==> config.mk <==
export PLATFORM = sky130hd
export DESIGN_NAME = fir_coeff_sequencer
export DESIGN_NICKNAME = d
export VERILOG_FILES = /design/src/rtl/fir_coeff_sequencer_pkg.sv /design/src/rtl/fir_coeff_bank.sv /design/src/rtl/fir_coeff_sequencer.sv
export SDC_FILE = /design/constraint.sdc
export NUM_CORES = 1
export LEC_CHECK = 0
export BUFFER_PORTS_ARGS = -buffer_cell sky130_fd_sc_hd__buf_2
export CELL_PAD_IN_SITES_DETAIL_PLACEMENT = 0
export CELL_PAD_IN_SITES_GLOBAL_PLACEMENT = 1
export CORE_MARGIN = 5
export CORE_UTILIZATION = 40
export DETAILED_ROUTE_END_ITERATION = 7
export PLACE_DENSITY_LB_ADDON = 0.1
export SLEW_MARGIN = 5
export SYNTH_ARGS = -nofsm -noshare
export SYNTH_HDL_FRONTEND = slang
export SYNTH_SLANG_ARGS = --single-unit
==> constraint.sdc <==
create_clock -name clk -period 4.3 [get_ports clk]
set_input_delay 0.215 -clock clk [delete_from_list [all_inputs] [get_ports clk]]
set_output_delay 0.215 -clock clk [all_outputs]
set_load 0.01 [all_outputs]
==> src/rtl/fir_coeff_sequencer_pkg.sv <==
// fir_coeff_sequencer_pkg: shared state encoding, default sizes and address width for the FIR coefficient sequencer
package fir_coeff_sequencer_pkg;
  localparam int NUM_TAPS_DEF = 3;
  localparam int DATA_W_DEF = 6;
  localparam int ADDR_W = 2;
  typedef enum logic [1:0] {IDLE = 2'd0, HOLD = 2'd1, LOAD = 2'd2, DONE = 2'd3} state_t;
endpackage

==> src/rtl/fir_coeff_bank.sv <==
// fir_coeff_bank: shadow coefficient register file, sync write, comb read, cleared by reset
module fir_coeff_bank
  import fir_coeff_sequencer_pkg::*;
#(
  parameter int NUM_TAPS = NUM_TAPS_DEF,
  parameter int DATA_W = DATA_W_DEF
) (
  input  logic              clk,
  input  logic              reset,
  input  logic              we,
  input  logic [ADDR_W-1:0] waddr,
  input  logic [DATA_W-1:0] wdata,
  input  logic [ADDR_W-1:0] raddr,
  output logic [DATA_W-1:0] rdata
);
  logic [DATA_W-1:0] mem [NUM_TAPS];
  always_ff @(posedge clk)
    for (int i = 0; i < NUM_TAPS; i++)
      if (!reset) mem[i] <= '0;
      else if (we && waddr == ADDR_W'(i)) mem[i] <= wdata;
  always_comb begin
    rdata = '0;
    for (int i = 0; i < NUM_TAPS; i++)
      if (raddr == ADDR_W'(i)) rdata = mem[i];
  end
endmodule

==> src/rtl/fir_coeff_sequencer.sv <==
// fir_coeff_sequencer: stalls the sample stream and replays the shadow coefficient bank into the FIR on commit
module fir_coeff_sequencer
  import fir_coeff_sequencer_pkg::*;
#(
  parameter int NUM_TAPS = NUM_TAPS_DEF,
  parameter int DATA_W = DATA_W_DEF
) (
  input  logic              clk,
  input  logic              reset,
  input  logic              cfg_we,
  input  logic [ADDR_W-1:0] cfg_addr,
  input  logic [DATA_W-1:0] cfg_data,
  input  logic              cfg_commit,
  output logic              cfg_ready,
  input  logic [DATA_W-1:0] s_axis_tdata,
  input  logic              s_axis_tvalid,
  output logic              s_axis_tready,
  output logic [DATA_W-1:0] fir_tdata,
  output logic              fir_tvalid,
  output logic              fir_set_coeffs,
  output logic              load_done,
  output logic [3:0]        load_count
);
  state_t state, state_nxt;
  logic [ADDR_W-1:0] k;
  logic pending, tvalid_q, accept;
  logic [DATA_W-1:0] tdata_q, coeff;
  assign s_axis_tready = reset && state == IDLE;
  assign cfg_ready = s_axis_tready;
  assign accept = s_axis_tvalid && s_axis_tready;
  fir_coeff_bank #(.NUM_TAPS(NUM_TAPS), .DATA_W(DATA_W)) u_bank (
    .clk(clk), .reset(reset), .we(cfg_we && cfg_ready), .waddr(cfg_addr),
    .wdata(cfg_data), .raddr(k), .rdata(coeff)
  );
  always_ff @(posedge clk)
    if (!reset) state <= IDLE;
    else state <= state_nxt;
  always_comb begin
    state_nxt = state == IDLE ? ((cfg_commit || pending) ? HOLD : IDLE)
              : state == HOLD ? LOAD
              : state == LOAD ? (k == ADDR_W'(NUM_TAPS - 1) ? DONE : LOAD)
              : (pending ? HOLD : IDLE);
    fir_set_coeffs = state == LOAD;
    load_done = state == DONE;
    fir_tvalid = tvalid_q;
    fir_tdata = state == LOAD ? coeff : tdata_q;
  end
  // pending is consumed whenever a new load begins; a commit seen outside IDLE re-arms it
  always_ff @(posedge clk)
    if (!reset) begin
      k <= '0;
      pending <= 1'b0;
      tdata_q <= '0;
      tvalid_q <= 1'b0;
      load_count <= '0;
    end else begin
      k <= state == LOAD ? k + 1'b1 : '0;
      pending <= (cfg_commit && state != IDLE) || (pending && state_nxt != HOLD);
      tvalid_q <= accept;
      if (accept) tdata_q <= s_axis_tdata;
      if (state == DONE) load_count <= load_count + 1'b1;
    end
endmodule

# Yosys cells after proc, flatten, opt, wreduce, memory -nomap -nowiden
# Memory sizes are Yosys's and may differ from the RTL's.
# Index checks and enable logic that the tools add are counted.
# W data, S select, Z words.
# word_totals
mem_count	1
ramBits	18
in_bits	19
regBits	16
out_inout_bits	15
# op_classes
n_eq_ne	8
n_reduce_logical	15
addsub	2
n_bitwise	3
mux	23
# mem_list
name	depth	word_bits	rd	rd_ports_with_merged_regs	write_ports	line	rtl
u_bank.mem	3	6	3	0	3	fir_coeff_bank.sv:16	logic [DATA_W-1:0] mem [NUM_TAPS];
# op_table
cell	count
$mux W6	7
$mux W1	13
$eq A2 B2 Y1 const B	4
$logic_and A1 B1 Y1	8
$eq A2 B1 Y1 const B	3
$logic_not A2 Y1	3
$mux W2	3
$add A4 B1 Y4 const B	1
$or A1 B1 Y1	3
$add A2 B1 Y2 const B	1
$logic_or A1 B1 Y1	2
$ne A2 B1 Y1 const B	1
$reduce_and A2 Y1	1
$reduce_bool A2 Y1	1

# Longest topological paths before layout
# Gate-level depths: netlist (run 1).
# logic_depth
ltp_word	8
depth_mapped	6
ltp_nobuf	5

# Cells and area by module
# Synthesis (run 1) repeated with hierarchy kept, for this count alone.
# unflattened
cells_unflattened	140
hier_area_um2	1629.1
# modules_own_cells
module	n_inst	seq_area_each_um2	area_each_um2	cells_per_inst
fir_coeff_bank	1	540.5	848.3	59
fir_coeff_sequencer	1	320.3	780.7	81

# Worst setup path after synthesis (run 1)
# OpenSTA, ideal clock, no wires.
# synth_path
kind	register to register
start	register state[0]
end	memory u_bank.mem[2][0] in the netlist's numbering (enable)
setup_ps	322
arrival_time_ps	1217
path_stages_with_launch	6
setup_slack_ps	2761
path_buffers	0
cell_sequence	dfxtp_1 -> inv_1 -> ha_1 -> nand3_2 -> nor3b_4 -> nand2b_1
# synth_rtl
item	line	rtl
start: declaration	fir_coeff_sequencer.sv:24	state_t state, state_nxt;
start signal: assignment	fir_coeff_sequencer.sv:37	else state <= state_nxt;
end: declaration	fir_coeff_bank.sv:16	

==> results of run 1 <==
==> cell usage after synthesis, types with 4 or more instances <==
cell type / number
edfxtp_1: 18
and2_1: 17
nand2_1: 17
dfxtp_1: 16
and3_1: 9
ha_1: 8
a31oi_1: 7
nand3b_1: 7
a21boi_0: 6
nand3_1: 6
o22ai_1: 6
clkbuf_1: 4
inv_1: 4
==> cell type report <==
class	count	area, µm²
repair buffers	33	165
clock buffers	8	80.1
inverters	4	15.0
well taps	50	62.6
fillers	366	2070
flip-flops and latches	34	861
multi-input cells	101	693
==> routing by layer <==
layer / up-vias / routed length [µm] / track usage
met4: 0 / 70 / 0.0574
met2: 33 / 1510 / 0.214
met5: - / 0 / 0
met3: 8 / 195 / 0.0451
li1: 586 / - / -
met1: 496 / 1480 / 0.164
==> worst reg2reg max path: cells and delay by family, from the launching register on <==
kind / cells / cell delay, ns
flip-flops: 1 / 0.33
adder cells (fa/ha/maj): 1 / 0.49
buffers and inverters: 1 / 0.08
AND/OR/NAND/NOR: 3 / 0.78
==> how the worst max path moves through the flow <==
| stage | from | to | slack, ns |
|---|---|---|---|
| finish | state[0] | u_bank.mem[2][0] | 2.30 |
| global route | state[0] | u_bank.mem[2][1] | 2.13 |
| CTS | state[0] | u_bank.mem[2][0] | 2.28 |
| detailed placement | state[0] | u_bank.mem[2][0] | 2.30 |
| global placement | state[0] | u_bank.mem[2][4] | 2.37 |
| floorplan | state[0] | u_bank.mem[2][0] | 2.76 |
==> flip-flops by register name, summed over array words and instances, names as in the netlist <==
register,count
state,2
pending,1
fir_tvalid,1
u_bank.mem,18
load_count,4
tdata_q,6
k,2
==> power by group through the flow <==
| stage | sequential, mW | clock (mW) | combinational, mW |
|---|---|---|---|
| floorplan | 0.399 | 0 | 0.186 |
| global placement | 0.401 | 0 | 0.263 |
| detailed placement | 0.403 | 0 | 0.268 |
| CTS | 0.396 | 0.223 | 0.269 |
| global route | 0.400 | 0.237 | 0.295 |
| finish | 0.397 | 0.220 | 0.265 |
==> stage by stage <==
step / hold WS (ns) / instance area [µm²]
after detailed placement: 0.464 / 1800
after floorplan: 0.371 / 1600
final: 0.204 / 1880
after CTS: 0.200 / 1880
after global placement: 0.459 / 1800
after global routing: 0.220 / 1880
==> kinds of logic after synthesis <==
logic type	count (synthesis)	share of synthesized area
buffers and inverters	11	0.0297
AO/OA/AOI/OAI	21	0.0891
multiplexers	2	0.0133
XOR/XNOR	3	0.0164
flip-flops	34	0.538
AND/OR/NAND/NOR	67	0.252
adder cells (fa/ha/maj)	8	0.0625
==> results.md, run 1 <==
* Drt pass-1 iters at 4
* Vias in the first global route at 1,155
* Critical Path Stages at 5
* Largest net degree at the start of global routing at 25
* Commonest cells after routing, fill and taps aside: 33 x buf_2, 18 x edfxtp_1, 17 x nand2_1, 17 x and2_1, 16 x dfxtp_1
* Row cnt at 23
* Status: finished clean
* Die Y-Extent at 73.3 µm
* CTS buffer count at 5
* Mapped Area at 1600 µm²
* Worst-path maximum fanout at 15
* Port Buffers at 33
* Worst Reg-to-Reg Cells at 5
* Clk sinks at 34
* Top cell type by total area after synthesis: edfxtp_1
* Period utilization at 0.466
* Switching power at 279 µW
* Clock buffer depth at 2
* Post-CTS setup buffer count at 0
* All-layer global routing usage at 0.134
* Worst Hold Endpoint: tdata_q[1]
* WS Path Type: flop to flop
* Pwr/cell area at ~470 nW/µm²
* Final core occ at 0.476
* First-pass GRT wire length at 5390 µm
* Post-CTS Hold Buffers at 0
* Detailed Route Iter0 Violations at 30
* HPWL after DPL at 2490 µm
* Placed Cells at between 200 and 250
* Critical Path End Type: flop
* Syn Nets at 173
* Main synth FF type: edfxtp_1
* Mean Syn Cell Area at 11.0 µm²
* Hold depth at 3
* Sequential fraction of the synthesis area at 0.538
* EDFF count, synth at 18
* Comb power frac at 0.300
* Area growth from synthesis to layout at 17.2%
* Number of synthesized register bits at 34
* Total power at 881 µW
* Crit-path slowest cell: ha_1
* Commonest non-fill, non-tap cell in the layout: buf_2
* Final Hold Viols at 0
* Slew headroom at 0.651
* Clock share of power at 0.249
* Final setup vio count at 0
* Min-Delay Path Class: input port to flop
* Worst min-delay path startpoint: s_axis_tdata[1]
* Setup repair after global routing missed its margin: false
* Worst EP arrival at ~2 ns
* Setup total negative slack at 0 ns
* Setup ws final at 2.30 ns
* Ys async rst share at 0
* Nets at 206
* Worst r2r src: state[0]
* Avg WL per Cell at about 14 µm
* Max incr delay on CP at 0.49 ns
* Max Freq at 0.499 GHz
* Pleak at 0.808 nW
* Post-synth top area share at 0.338
* Synth top area cells: edfxtp_1 34%, dfxtp_1 20%, and2_1 6.6%
* Worst slew pin tran at 0.524 ns
* Width of the die at 73.3 µm
* # diodes at 0
* Worst clock skew at around 0.0080 ns
* Initial core utilization at 0.406
* Crit path max-delay family: simple AND/OR/NAND/NOR gates
* Share of cells above drive strength 1 at 0.239
* Max_cap viols at 0
* Worst path buffer plus inverter count at 1
* Routed vias at 1,123
* CP Launch Type: flop
* Syn. warnings at 0
* DRC at 0
* Sequential Power Share at 0.450
* Antenna viol nets, final at 0
* Io pins at 34
* CTS tree: yes
* Worst VDD drop at 172 µV
* Cts repair resizes at 0
* Period minus WS final at between 2 and 2.5 ns
* Worst r2r dst: u_bank.mem[2][0]
* Int Power at 602 µW
* Worst skew pair latency at 0.28 ns
* Vias per cell at ~5
* Clk pin slew, worst setup/hold paths at 0.06 ns
* Crit path cell chain: inv_1, ha_1, nand3_2, nor3b_4, nand2b_1
* Initial antenna violation count at 0
* Final WL at 3250 µm
* GP Congestion at around 0.75
* Cells after Synth at around 150
* Core area at roughly 3900 µm²
* Die area at roughly 5400 µm²
* Post-Layout Cell Count at between 200 and 250
* Depth of the CTS H-tree at 2
* Count of unique library cells instantiated by Yosys at 31
* Root buf cell: clkbuf_8
* Pre-CTS WS at 2.30 ns
* R2R Setup Slk at between 2 and 2.5 ns
* Req. time, crit path at 4.26 ns
* Sw Share at 0.316
* GRT overflow at 0
* Slew Limit Fails at 0
Power figures use the tool's default switching activity.
==> run 2, diff against run 1 <==
--- a/config.mk
+++ b/config.mk
@@ -5,6 +5,7 @@
 export SDC_FILE = /design/constraint.sdc
 export NUM_CORES = 1
 export LEC_CHECK = 0
+export ABC_AREA = 1
 export BUFFER_PORTS_ARGS = -buffer_cell sky130_fd_sc_hd__buf_2
 export CELL_PAD_IN_SITES_DETAIL_PLACEMENT = 0
 export CELL_PAD_IN_SITES_GLOBAL_PLACEMENT = 1
==> constraint.sdc (replaced) <==
create_clock -name clk -period 2.02 [get_ports clk]
set_input_delay 0.101 -clock clk [delete_from_list [all_inputs] [get_ports clk]]
set_output_delay 0.101 -clock clk [all_outputs]
set_load 0.01 [all_outputs]
==> run 2 against run 1 <==
Effect of this change: first-iteration DRC count increased by 120%; worst hold slack worse by 0.19 ns; largest cell class unchanged; register-to-register slack worse by 1.8 ns.
==> results.md, run 2 <==
* Req. time, crit path at 1.92 ns (-2.34 ns)
* Setup repair after global routing missed its margin: false
* Vias in the first global route at 1,169 (+1.2%)
* Count of unique library cells instantiated by Yosys at 22 (-29%)
* Final Hold Viols at 0 (unchanged)
* Worst-path maximum fanout at 7 (-8)
* Mapped Area at 1600 µm² (unchanged)
* Worst slew pin tran at 0.406 ns (-0.118 ns)
* Xor/xnor share of the synthesized area at 0.00547 (-0.0109)
* Max incr delay on CP at 0.33 ns (-0.16 ns)
* Top cell type by total area after synthesis: edfxtp_1
* Post-synth top area share at 0.338 (unchanged)
* Worst r2r src: state[0]
* Depth of the CTS H-tree at 2 (unchanged)
* Worst clock skew at 0.00597 ns (-0.00202 ns)
* Clk pin slew, worst setup/hold paths at 0.07 ns (about the same)
* Cells after Synth at 169 (+16%)
* First-pass GRT wire length at 5660 µm (+5.0%)
* Share of cells above drive strength 1 at 0.232 (-0.00700)
* Nets at 233 (+13%)
* Status: finished clean
* All-layer global routing usage at 0.143 (+0.00923)
* Multi-input gate area at 617 µm² (-11%)
* Routed vias at 1,237 (+10%)
* Sequential Power Share at 0.461 (+0.011)
* Pre-CTS WS at 0.470 ns (-1.83 ns)
* Compound-cell area share of the yosys netlist at 0.0844 (-0.00469)
* Period utilization at 0.895
* # diodes at 0 (unchanged)
* Io pins at 34 (unchanged)
* Vias per cell at 4.81 (-1.4%)
* Commonest cells after routing, fill and taps aside: 33 x buf_2, 29 x nand2_1, 22 x inv_1
* Avg WL per Cell at 13.7 µm (-2.7%)
* Layout fillers at 391 (+6.8%)
* Clock buffer depth at 2 (unchanged)
* Post-synthesis simple-gate area fraction at 0.233 (-0.0188)
* Max FFs per register at 18 (unchanged)
* Worst VDD drop at 413 µV (+140%)
* Switching power at 594 µW (+110%)
* Syn. warnings at 0 (unchanged)
* Max Freq at 0.553 GHz
* Int Power at 1.23 mW (+100%)
* Worst skew pair latency at 0.28 ns (about the same)
* Ys async rst share at 0 (unchanged)
* Commonest non-fill, non-tap cell in the layout: buf_2
* Slew headroom at 0.729 (+0.0788)
* Biggest regs: u_bank.mem: 18 flops, tdata_q: 6 flops, load_count: 4 flops
* Crit-path slowest cell: dfxtp_1
* EDFF count, synth at 18 (unchanged)
* Critical Path Start: k[1]
* Mean Syn Cell Area at 9.48 µm² (-14%)
* Setup ws final at 0.213 ns (-2.08 ns)
* Slew Limit Fails at 0 (unchanged)
* Post-CTS setup buffer count at 0 (unchanged)
* Antenna viol nets, final at 0 (unchanged)
* Pwr/cell area at 968 nW/µm² (+110%)
* Row cnt at 23 (unchanged)
* Adder-Cell Fraction of Synth Area at 0.0625 (unchanged)
* Final WL at 3530 µm (+8.7%)
* Post-CTS Hold Buffers at 0 (unchanged)
* Detailed Route Iter0 Violations at 66 (+120%)
* Pleak at 0.907 nW (+12%)
* CP dominant cell by count: inv_1
* Syn Nets at 196 (+13%)
* Critical Path End Type: output port
* Die Y-Extent at 73.3 µm (unchanged)
* Sw Share at 0.325 (+0.00913)
* Mux cell area share after synthesis at 0 (-0.0133)
* Crit path cell chain: inv_1, ha_1, inv_1, nand3_1, a21oi_1, o21ai_0, nand2_1, buf_2
* Commonest cells post-synth: 29 x nand2_1, 22 x inv_1, 20 x nor2_1, 18 x a21oi_1, 18 x edfxtp_1
* Main synth FF type: edfxtp_1
* Core area at 3940 µm² (unchanged)
* GP Congestion at 0.788 (+5.5%)
* CTS tree: yes
* Main combinational cell family by area after synthesis: simple AND/OR/NAND/NOR gates
* Initial core utilization at 0.406 (unchanged)
* Width of the die at 73.3 µm (unchanged)
* Top reg by flops: u_bank.mem
* Clock share of power at 0.261 (+0.012)
* CTS buffer count at 5 (unchanged)
* Clk sinks at 34 (unchanged)
* Synth top area cells: edfxtp_1 34%, dfxtp_1 20%, nand2_1 6.8%
* Worst EP arrival at 1.71 ns (-0.26 ns)
* Largest net degree at the start of global routing at 17 (-32%)
* DRC at 0 (unchanged)
* Comb power frac at 0.278 (-0.022)
* Min-Delay Path Class: input port to flop
* Die area at 5370 µm² (unchanged)
* Root buf cell: clkbuf_8
* Setup total negative slack at 0 ns (unchanged)
* Period minus WS final at 1.81 ns
* Cts repair resizes at 0 (unchanged)
* WS Path Type: flop to output port
* Area growth from synthesis to layout at 17.7%
* Number of synthesized register bits at 34 (unchanged)
* Drt pass-1 iters at 5 (+1)
* FF+latch area at 861 µm² (unchanged)
* Port Buffers at 33 (unchanged)
* Sequential fraction of the synthesis area at 0.538 (unchanged)
* Worst min-delay path startpoint: s_axis_tdata[0]
* HPWL after DPL at 2820 µm (+14%)
* Initial antenna violation count at 0 (unchanged)
* Final setup vio count at 0 (unchanged)
* CP Launch Type: flop
* Most instantiated library cell after synthesis: nand2_1
* Max_cap viols at 0 (unchanged)
* GRT overflow at 0 (unchanged)
==> run 2: cell families (layout without fill, tap and decap cells) <==
logic type | Yosys count | count (layout)
compound gates | 26 | 26
xor+xnor | 1 | 1
fa+ha+maj | 8 | 8
buf+inv | 28 | 66
flops | 34 | 34
simple gates | 72 | 72
==> run 2: layer usage <==
metal  vias to the layer above  track usage  part of all wire
li1                        630            -                 -
met1                       564        0.199              0.48
met2                        36        0.208              0.44
met3                         7       0.0465             0.064
met4                         0       0.0492             0.014
met5                         -            0                 0
==> run 2: through the flow <==
stage	total power, mW	utilization	hold WS (ns)	std cells	area [µm²]
3_5_place_dp	1.37	0.458	0.300	249	1810
2_1_floorplan	1.21	-	0.211	169	1600
4_1_cts	1.84	0.478	0.00243	257	1890
6_report	1.82	0.478	0.00947	257	1890
5_1_grt	1.94	0.478	0.0130	257	1890
3_3_place_gp	1.36	0.458	0.299	249	1810
==> run 2: final timing paths <==
| kind | slack [ns] | cells after the start | to |
|---|---|---|---|
| hold / removal | 0.009 | 3 | tdata_q[0] |
| setup / recovery | 0.21 | 8 | fir_tdata[3] |
| hold reg to reg | 0.47 | 2 | pending |
| setup reg to reg | 0.48 | 6 | u_bank.mem[0][4] |
==> run 2: power groups by stage <==
| stage | Combinational, mW | Sequential (mW) | Clock [mW] |
|---|---|---|---|
| 6_report | 0.508 | 0.841 | 0.476 |
| 3_5_place_dp | 0.514 | 0.857 | 0 |
| 3_3_place_gp | 0.510 | 0.855 | 0 |
| 5_1_grt | 0.578 | 0.848 | 0.516 |
| 4_1_cts | 0.516 | 0.841 | 0.485 |
| 2_1_floorplan | 0.362 | 0.844 | 0 |
==> run 2: final cells by class <==
type / instances / area share
Timing Repair Buffer: 34 / 0.0916
Clock buffer: 8 / 0.0425
Tap cell: 50 / 0.0332
Multi-Input combinational cell: 107 / 0.327
Sequential cell: 34 / 0.457
Inverter: 24 / 0.0491
==> run 2: worst max-delay path: cells and delay by family, from the launching register on <==
kind | cells | cell delay, ns
AO/OA/AOI/OAI | 2 | 0.25
buffers and inverters | 3 | 0.36
flip-flops | 1 | 0.33
AND/OR/NAND/NOR | 2 | 0.21
adder cells (fa/ha/maj) | 1 | 0.27
